### src/rtl/mem_lsu_stage.sv
// Memory-stage load/store unit: one req/ack data-bus transaction per load/store, stalling the pipe until done.
// Optional misaligned-access trap: define LSU_MISALIGN_CHK_EN.
module mem_lsu_stage #(
    parameter  int unsigned TIMEOUT = 16,
    parameter  int unsigned TO_W    = 16,
    localparam int unsigned XLEN    = 32,
    localparam int unsigned BE_W    = 4
) (
    input  logic            clk,
    input  logic            rst,
    input  logic            mem_rd,
    input  logic            mem_wr,
    input  logic [2:0]      func3,
    input  logic [XLEN-1:0] alu_out,
    input  logic [XLEN-1:0] rs2_data,
    input  logic            flush,
    output logic            stall,
    output logic [XLEN-1:0] dm_out,
    output logic            bus_err,
    output logic            misalign,
    output logic            dbus_req,
    output logic            dbus_we,
    output logic [XLEN-1:0] dbus_addr,
    output logic [BE_W-1:0] dbus_be,
    output logic [XLEN-1:0] dbus_wdata,
    input  logic            dbus_ack,
    input  logic [XLEN-1:0] dbus_rdata
);

    typedef enum logic [1:0] {
        S_IDLE = 2'd0,
        S_BUSY = 2'd1,
        S_DONE = 2'd2
    } state_t;

    state_t            state_q, state_d;
    logic [TO_W-1:0]   cnt_q, cnt_d;
    logic              kill_q, kill_d;
    logic [1:0]        ofs_q, ofs_d;
    logic              req_q, req_d;
    logic              we_q, we_d;
    logic [XLEN-1:0]   addr_q, addr_d;
    logic [BE_W-1:0]   be_q, be_d;
    logic [XLEN-1:0]   wdata_q, wdata_d;
    logic [XLEN-1:0]   dm_q, dm_d;
    logic              err_q, err_d;

    logic              access_c;
    logic              kill_c;
    logic [1:0]        ofs_c;
    logic [BE_W-1:0]   lane_be_c;
    logic [XLEN-1:0]   lane_wdata_c;
    logic              unused_func3;

    // Signedness of a load is resolved downstream, so func3[2] is not needed here.
    assign unused_func3 = func3[2];
    assign access_c     = mem_rd | mem_wr;
    assign ofs_c        = alu_out[1:0];
    assign kill_c       = kill_q | flush;

`ifdef LSU_MISALIGN_CHK_EN
    logic mis_q, mis_d;
    logic misaligned_c;

    assign misaligned_c = ((func3[1:0] == 2'b01) && alu_out[0]) ||
                          (func3[1] && (ofs_c != 2'b00));
`endif

    // Byte-lane enables and store-data replication for the addressed width.
    always_comb begin : lane_gen
        lane_be_c    = 4'b1111;
        lane_wdata_c = rs2_data;
        case (func3[1:0])
            2'b00: begin
                lane_be_c    = 4'b0001 << ofs_c;
                lane_wdata_c = {4{rs2_data[7:0]}};
            end
            2'b01: begin
                lane_be_c    = 4'b0011 << {ofs_c[1], 1'b0};
                lane_wdata_c = {2{rs2_data[15:0]}};
            end
            default: begin
                lane_be_c    = 4'b1111;
                lane_wdata_c = rs2_data;
            end
        endcase
    end

    always_comb begin : next_state
        state_d = state_q;
        cnt_d   = cnt_q;
        kill_d  = kill_q;
        ofs_d   = ofs_q;
        req_d   = req_q;
        we_d    = we_q;
        addr_d  = addr_q;
        be_d    = be_q;
        wdata_d = wdata_q;
        dm_d    = dm_q;
        err_d   = 1'b0;
`ifdef LSU_MISALIGN_CHK_EN
        mis_d   = 1'b0;
`endif
        case (state_q)
            S_IDLE: begin
                if (access_c && !flush) begin
`ifdef LSU_MISALIGN_CHK_EN
                    if (misaligned_c) begin
                        mis_d   = 1'b1;
                        dm_d    = '0;
                        state_d = S_DONE;
                    end else
`endif
                    begin
                        req_d   = 1'b1;
                        we_d    = mem_wr;
                        addr_d  = {alu_out[XLEN-1:2], 2'b00};
                        be_d    = lane_be_c;
                        wdata_d = lane_wdata_c;
                        ofs_d   = ofs_c;
                        cnt_d   = '0;
                        kill_d  = 1'b0;
                        state_d = S_BUSY;
                    end
                end
            end
            S_BUSY: begin
                // A flush cannot abandon the bus cycle; it only discards the result.
                kill_d = kill_c;
                if (dbus_ack) begin
                    req_d = 1'b0;
                    if (!kill_c && !we_q) begin
                        dm_d = dbus_rdata >> {ofs_q, 3'b000};
                    end
                    state_d = kill_c ? S_IDLE : S_DONE;
                end else if ((TIMEOUT != 0) && (cnt_q == TO_W'(TIMEOUT - 1))) begin
                    req_d = 1'b0;
                    err_d = 1'b1;
                    if (!kill_c) begin
                        dm_d = '0;
                    end
                    state_d = kill_c ? S_IDLE : S_DONE;
                end else begin
                    cnt_d = cnt_q + TO_W'(1);
                end
            end
            S_DONE: begin
                state_d = S_IDLE;
            end
            default: begin
                state_d = S_IDLE;
            end
        endcase
    end

    always_ff @(posedge clk or posedge rst) begin : state_reg
        if (rst) begin
            state_q <= S_IDLE;
            cnt_q   <= '0;
            kill_q  <= 1'b0;
            ofs_q   <= '0;
            req_q   <= 1'b0;
            we_q    <= 1'b0;
            addr_q  <= '0;
            be_q    <= '0;
            wdata_q <= '0;
            dm_q    <= '0;
            err_q   <= 1'b0;
        end else begin
            state_q <= state_d;
            cnt_q   <= cnt_d;
            kill_q  <= kill_d;
            ofs_q   <= ofs_d;
            req_q   <= req_d;
            we_q    <= we_d;
            addr_q  <= addr_d;
            be_q    <= be_d;
            wdata_q <= wdata_d;
            dm_q    <= dm_d;
            err_q   <= err_d;
        end
    end

`ifdef LSU_MISALIGN_CHK_EN
    always_ff @(posedge clk or posedge rst) begin : mis_reg
        if (rst) begin
            mis_q <= 1'b0;
        end else begin
            mis_q <= mis_d;
        end
    end

    assign misalign = mis_q;
`else
    assign misalign = 1'b0;
`endif

    // Stall is combinational so the upstream freeze takes effect in the request cycle.
    assign stall = !rst && (((state_q == S_IDLE) && access_c && !flush) ||
                            (state_q == S_BUSY));

    assign dm_out     = dm_q;
    assign bus_err    = err_q;
    assign dbus_req   = req_q;
    assign dbus_we    = we_q;
    assign dbus_addr  = addr_q;
    assign dbus_be    = be_q;
    assign dbus_wdata = wdata_q;

endmodule

### config.mk
export PLATFORM = sky130hd
export DESIGN_NAME = mem_lsu_stage
export DESIGN_NICKNAME = d
export VERILOG_FILES = /design/src/rtl/mem_lsu_stage.sv
export SDC_FILE = /design/constraint.sdc
export NUM_CORES = 1
export LEC_CHECK = 0
export ABC_AREA = 0
export BUFFER_PORTS_ARGS = -buffer_cell sky130_fd_sc_hd__clkbuf_2
export CELL_PAD_IN_SITES_DETAIL_PLACEMENT = 1
export CELL_PAD_IN_SITES_GLOBAL_PLACEMENT = 2
export CORE_MARGIN = 10
export CORE_UTILIZATION = 33
export DETAILED_ROUTE_END_ITERATION = 10
export PLACE_DENSITY_LB_ADDON = 0.1
export SYNTH_ARGS = -nofsm -noshare
export SYNTH_HDL_FRONTEND = slang
export SYNTH_SLANG_ARGS = --single-unit
### constraint.sdc
create_clock -name clk -period 9.4 [get_ports clk]
set_input_delay 0.94 -clock clk [delete_from_list [all_inputs] [get_ports clk]]
set_output_delay 0.94 -clock clk [all_outputs]
set_load 0.1 [all_outputs]
# ---- Yosys cells after proc, flatten, opt, wreduce, memory -nomap -nowiden
# Cells that the tools add are included.
dict set report totals {
  word_cells 70
  reg_bits 122
  out_inout_bits 105
  in_bits 105
}
dict set report classes {
  add_sub_neg 1
  n_mux 24
  n_shift 3
  eq_ne 9
  bitwise 2
  reduce_logical 20
}
# op count
set op_table {}
lappend op_table {{32-bit two-way mux} 4}
lappend op_table {{32-bit case mux with 2 select lines} 1}
lappend op_table {{16-bit two-way mux} 3}
lappend op_table {{16-bit case mux with 2 select lines} 1}
lappend op_table {{32-bit by 5-bit >> shifter with 32-bit output} 1}
lappend op_table {{16-bit by 1-bit adder with 16-bit output (second input constant)} 1}
lappend op_table {{16-bit by 4-bit equality test with 1-bit output (second input constant)} 1}
lappend op_table {{2-bit two-way mux} 4}
lappend op_table {{2-bit != test (second input constant)} 4}
lappend op_table {{4-bit case mux with 2 select lines} 1}
lappend op_table {{4-bit AND reduction} 2}
lappend op_table {{1-bit two-way mux} 7}
lappend op_table {{2-bit AND reduction} 3}
lappend op_table {{1-bit logical AND} 5}
lappend op_table {{2-bit by 1-bit equality test with 1-bit output (second input constant)} 2}
lappend op_table {{1-bit logical NOT} 4}
lappend op_table {{2-bit logical NOT} 2}
lappend op_table {{1-bit case mux with 2 select lines} 2}
lappend op_table {{2-bit case mux with 2 select lines} 1}
lappend op_table {{2-bit nonzero test} 2}
lappend op_table {{1-bit by 2-bit << shifter with 4-bit output (first input constant)} 1}
lappend op_table {{2-bit by 2-bit << shifter with 4-bit output (first input constant)} 1}
lappend op_table {{3-bit != test (second input constant)} 1}
lappend op_table {{3-bit AND reduction} 1}
lappend op_table {{other kinds (3)} 4}

# ---- Logic depth before layout (Yosys ltp)
dict set report depth {
  ltp_word 5
  mapped_depth 6
  ltp_nobuf 5
}

# ---- Least setup slack after synthesis
# No wires, ideal clock.
dict set report synth_path {
  path_kind {input to output}
  start {input port flush}
  end {output port stall}
  path_stages 5
  setup_slack_ps 5156
  t_arrival_ps 3304
  path_buffers 2
  cell_sequence {o21ba_2 nand2_1 clkbuf_1 clkbuf_1 a21oi_1}
}
dict set report synth_between {
  elab_chain_cells 4
}
# item line_no
set synth_lines {}
lappend synth_lines {{from (decl)} 16} ;# input logic flush,
lappend synth_lines {{1-bit logical NOT} 199} ;# assign stall = !rst && (((state_q == S_IDLE) && access_c && !flush) ||
lappend synth_lines {{1-bit logical AND} 199}
lappend synth_lines {{1-bit logical OR} 199}
lappend synth_lines {{1-bit logical AND} 199}
lappend synth_lines {{to (decl)} 17} ;# output logic stall,
# No other way between the ends.

# ---- Worst setup path in the final report
# Ends and elaborated chain as after synthesis.

==> qor.csv <==
stage;metric;value;unit
outcome;status;finished clean;
synthesis;synth_edf_count;0;
clocking;path_clk_slew;0.05;ns
place;pre_cts_ws;6.36;ns
worst_setup_path;crit_fanout;4;
synthesis;synthCells;499;
clocking;cts_buffer_depth;2;
synthesis;synth-seq-area-share;53.9;%
detailed_routing;vias;4676;
clocking;ctsHoldBuffers;0;
floorplanning;core;0.0167;sq mm
worst_hold_path;hold-path-cell-count;2;
synthesis;ys_ff_latch;122;
floorplanning;dieArea;0.0228;sq mm
synthesis;synth_top_cell_area_share;53.9;%
clocking;cts_resized;0;
synthesis;synth-main-ff-cell;dfrtp_1;
detailed_routing;drc;0;
final_layout;seq_area;0.00305;sq mm
worst_setup_path;rr_worst_depth;5;
worst_setup_path;cp.required;8.46;ns
place;place.gp.congestion;0.736;
clocking;htreeDepth;4;
worst_setup_path;setup.worst_path.end;stall;
job;maxCapViolCount;0;
worst_setup_path;reg2reg_setup_slack;6.97;ns
floorplanning;die_y;151;um
synthesis;synthTopCellsByArea;dfrtp_1 54%, mux2_2 9.7%, mux2i_1 6.9%;
sta;finalHoldViolations;0;
sta;tns;0;ns
worst_setup_path;startpoint_type;input pin;
worst_setup_path;cp_slowest_stage_delay;0.48;ns
clocking;cts_buffers;17;
detailed_routing;drtPass1Iterations;4;
detailed_routing;vias_per_cell;5.04;
worst_setup_path;r2r-end;dm_out[25];
sta;period_share;32.1;%
worst_setup_path;crit_arrival;2.08;ns
synthesis;ys_types;47;
final_layout;area_growth;30.7;%
sta;worst_slew_pin_slew;0.987;ns
pwr;power_density;403;mW/mm^2
clocking;cts.sinks;122;
final_layout;nets;800;
detailed_routing;initialDrtViolationCount;208;
sta;setup_viol;0;
clocking;cts_setup_buffers;0;
final_layout;num-fill-cells;1881;
sta;finClkSkew;0.00726;ns
worst_setup_path;cp_slowest_cell;clkbuf_2;
final_layout;drive_above_1_share;42.6;%
place;port_buffers;205;
clocking;cts_tree;built;
grt;grt_usage;16.4;%
floorplanning;num_rows;47;
final_layout;multi_input_area;0.00244;sq mm
worst_setup_path;cp-end-kind;output port;
sta;timing.slew.headroom;33.7;%
clocking;root_buffer;clkbuf_16;
clocking;clk_latency;0.41;ns
worst_setup_path;cp_cell_sequence;clkbuf_2 -> o21ba_2 -> nand2_4 -> a21oi_1 -> clkbuf_2;
synthesis;yosysTopAreaCell;dfrtp_1;
floorplanning;die_w;151;um
synthesis;synth_area;0.00567;sq mm
grt;antenna_found_initial;0;
sta;worst_slack;6.38;ns
pwr;irDropWorstVdd;0.184;mV
grt;grt_max_degree;98;
worst_hold_path;hold_class;reg2reg;
synthesis;ys_async_sr_fraction;100;%
synthesis;yosysMostFrequentCell;dfrtp_1;
sta;slew_viol_final;0;
sta;fmax;331;MHz
synthesis;yosysWarningCount;0;
floorplanning;initial_utilization;33.9;%
worst_setup_path;r2r-start;cnt_q[4];
floorplanning;ios;210;
grt;grt-ovfl-total;0;
worst_setup_path;worst-setup-path-type;in2out;
synthesis;synth_commonest_cells;122 x dfrtp_1, 49 x mux2_2, 48 x o21ai_0, 44 x nand2_1, 39 x mux2i_1;
detailed_routing;final_antenna_net_count;0;
worst_setup_path;crit_top_cell;clkbuf_2;
sta;rsz0062_at_grt;false;
detailed_routing;wire_per_inst;19.9;um
synthesis;synth_area_per_cell;11.4;sq um
pwr;p_leak;3.61;nW
sta;fin_crit;3.02;ns
final_layout;diodes;0;
grt;grt_pass1_wl;29200;um
worst_setup_path;crit_start;flush;
detailed_routing;drt_wl_total;18400;um
place;dp_hpwl;13700;um
grt;grt_pass1_vias;5236;
where the power goes:
group          internal, W  switching [W]  total [W]
Clock             0.000367       0.000241   0.000608
Combinational     0.000260        0.00133    0.00159
Sequential        0.000680       0.000111   0.000791
Total              0.00131        0.00168    0.00299
state kept, by name, indices dropped and copies added, names as in the netlist:
signal,flops
dbus_wdata,32
dm_out,32
dbus_addr,30
cnt_q,16
dbus_be,4
ofs_q,2
state_q,2
bus_err,1
dbus_req,1
dbus_we,1
kill_q,1
metal layers:
metal	GRT usage, %	vias up	wire, um
li1	-	2215	-
met1	19.5	2308	7690
met2	25.1	141	8590
met3	8.53	12	1930
met4	5.05	0	221
met5	0	-	0
kinds of logic (layout without fill, tap and decap cells):
kind of cell / count (synthesis) / in the layout / share of synthesized area [%]
multiplexers: 88 / 88 / 16.6
flip-flops: 122 / 122 / 53.9
AO/OA/AOI/OAI: 137 / 137 / 16.0
buffers and inverters: 41 / 247 / 3.27
adder cells (fa/ha/maj): 1 / 1 / 0.221
AND/OR/NAND/NOR: 109 / 109 / 9.96
other: 1 / 3 / 0.0662
cells in the final DEF, fill, tap and decap left out, drive strengths merged, types with 2 or more instances in the layout:
cell type	n
nor2	25
o21ba	2
clkbuf	225
nand4	7
and3	3
mux2i	39
clkinvlp	5
a41oi	2
a31oi	3
dfrtp	122
nand2	44
nor2b	2
or4	3
nor3b	2
mux2	49
buf	6
o31ai	15
nor4b	2
nor4	2
a22o	9
and4	3
and2	3
o21ai	49
o2bb2ai	26
a21oi	23
inv	4
clkinv	6
nand2b	4
nand3	6
conb	3
worst min path at each step:
stage	from	slack [ns]	end
final	dbus_wdata[13]	0.48	dbus_wdata[13]
after global routing	dm_out[8]	0.51	dm_out[8]
after CTS	dbus_wdata[13]	0.49	dbus_wdata[13]
after detailed placement	dbus_wdata[16]	0.47	dbus_wdata[16]
after global placement	dbus_wdata[26]	0.46	dbus_wdata[26]
after floorplan	cnt_q[7]	0.47	cnt_q[7]
metrics by stage:
step	instance area (sq um)	hold slack (ns)	power, W	util (%)	cells
3_3_place_gp	6860	0.461	0.00238	41.1	895
2_1_floorplan	5680	0.466	0.00211	-	501
6_report	7410	0.475	0.00299	44.4	927
5_1_grt	7410	0.511	0.00312	44.4	927
3_5_place_dp	6860	0.473	0.00241	41.1	895
4_1_cts	7410	0.487	0.00303	44.4	927
cell type report:
class | count | area share [%]
multi-input combinational | 338 | 33.0
sequential | 122 | 41.2
tap | 220 | 3.71
clock inverter | 12 | 1.37
inverter | 4 | 0.236
clock buffer | 20 | 6.03
timing repair buffer | 211 | 14.5
critical path, delay by kind of cell:
family | cells | cell delay (ns)
buffers and inverters | 2 | 0.59
AO/OA/AOI/OAI | 2 | 0.46
AND/OR/NAND/NOR | 1 | 0.08
(Power assumes the default switching activity.)
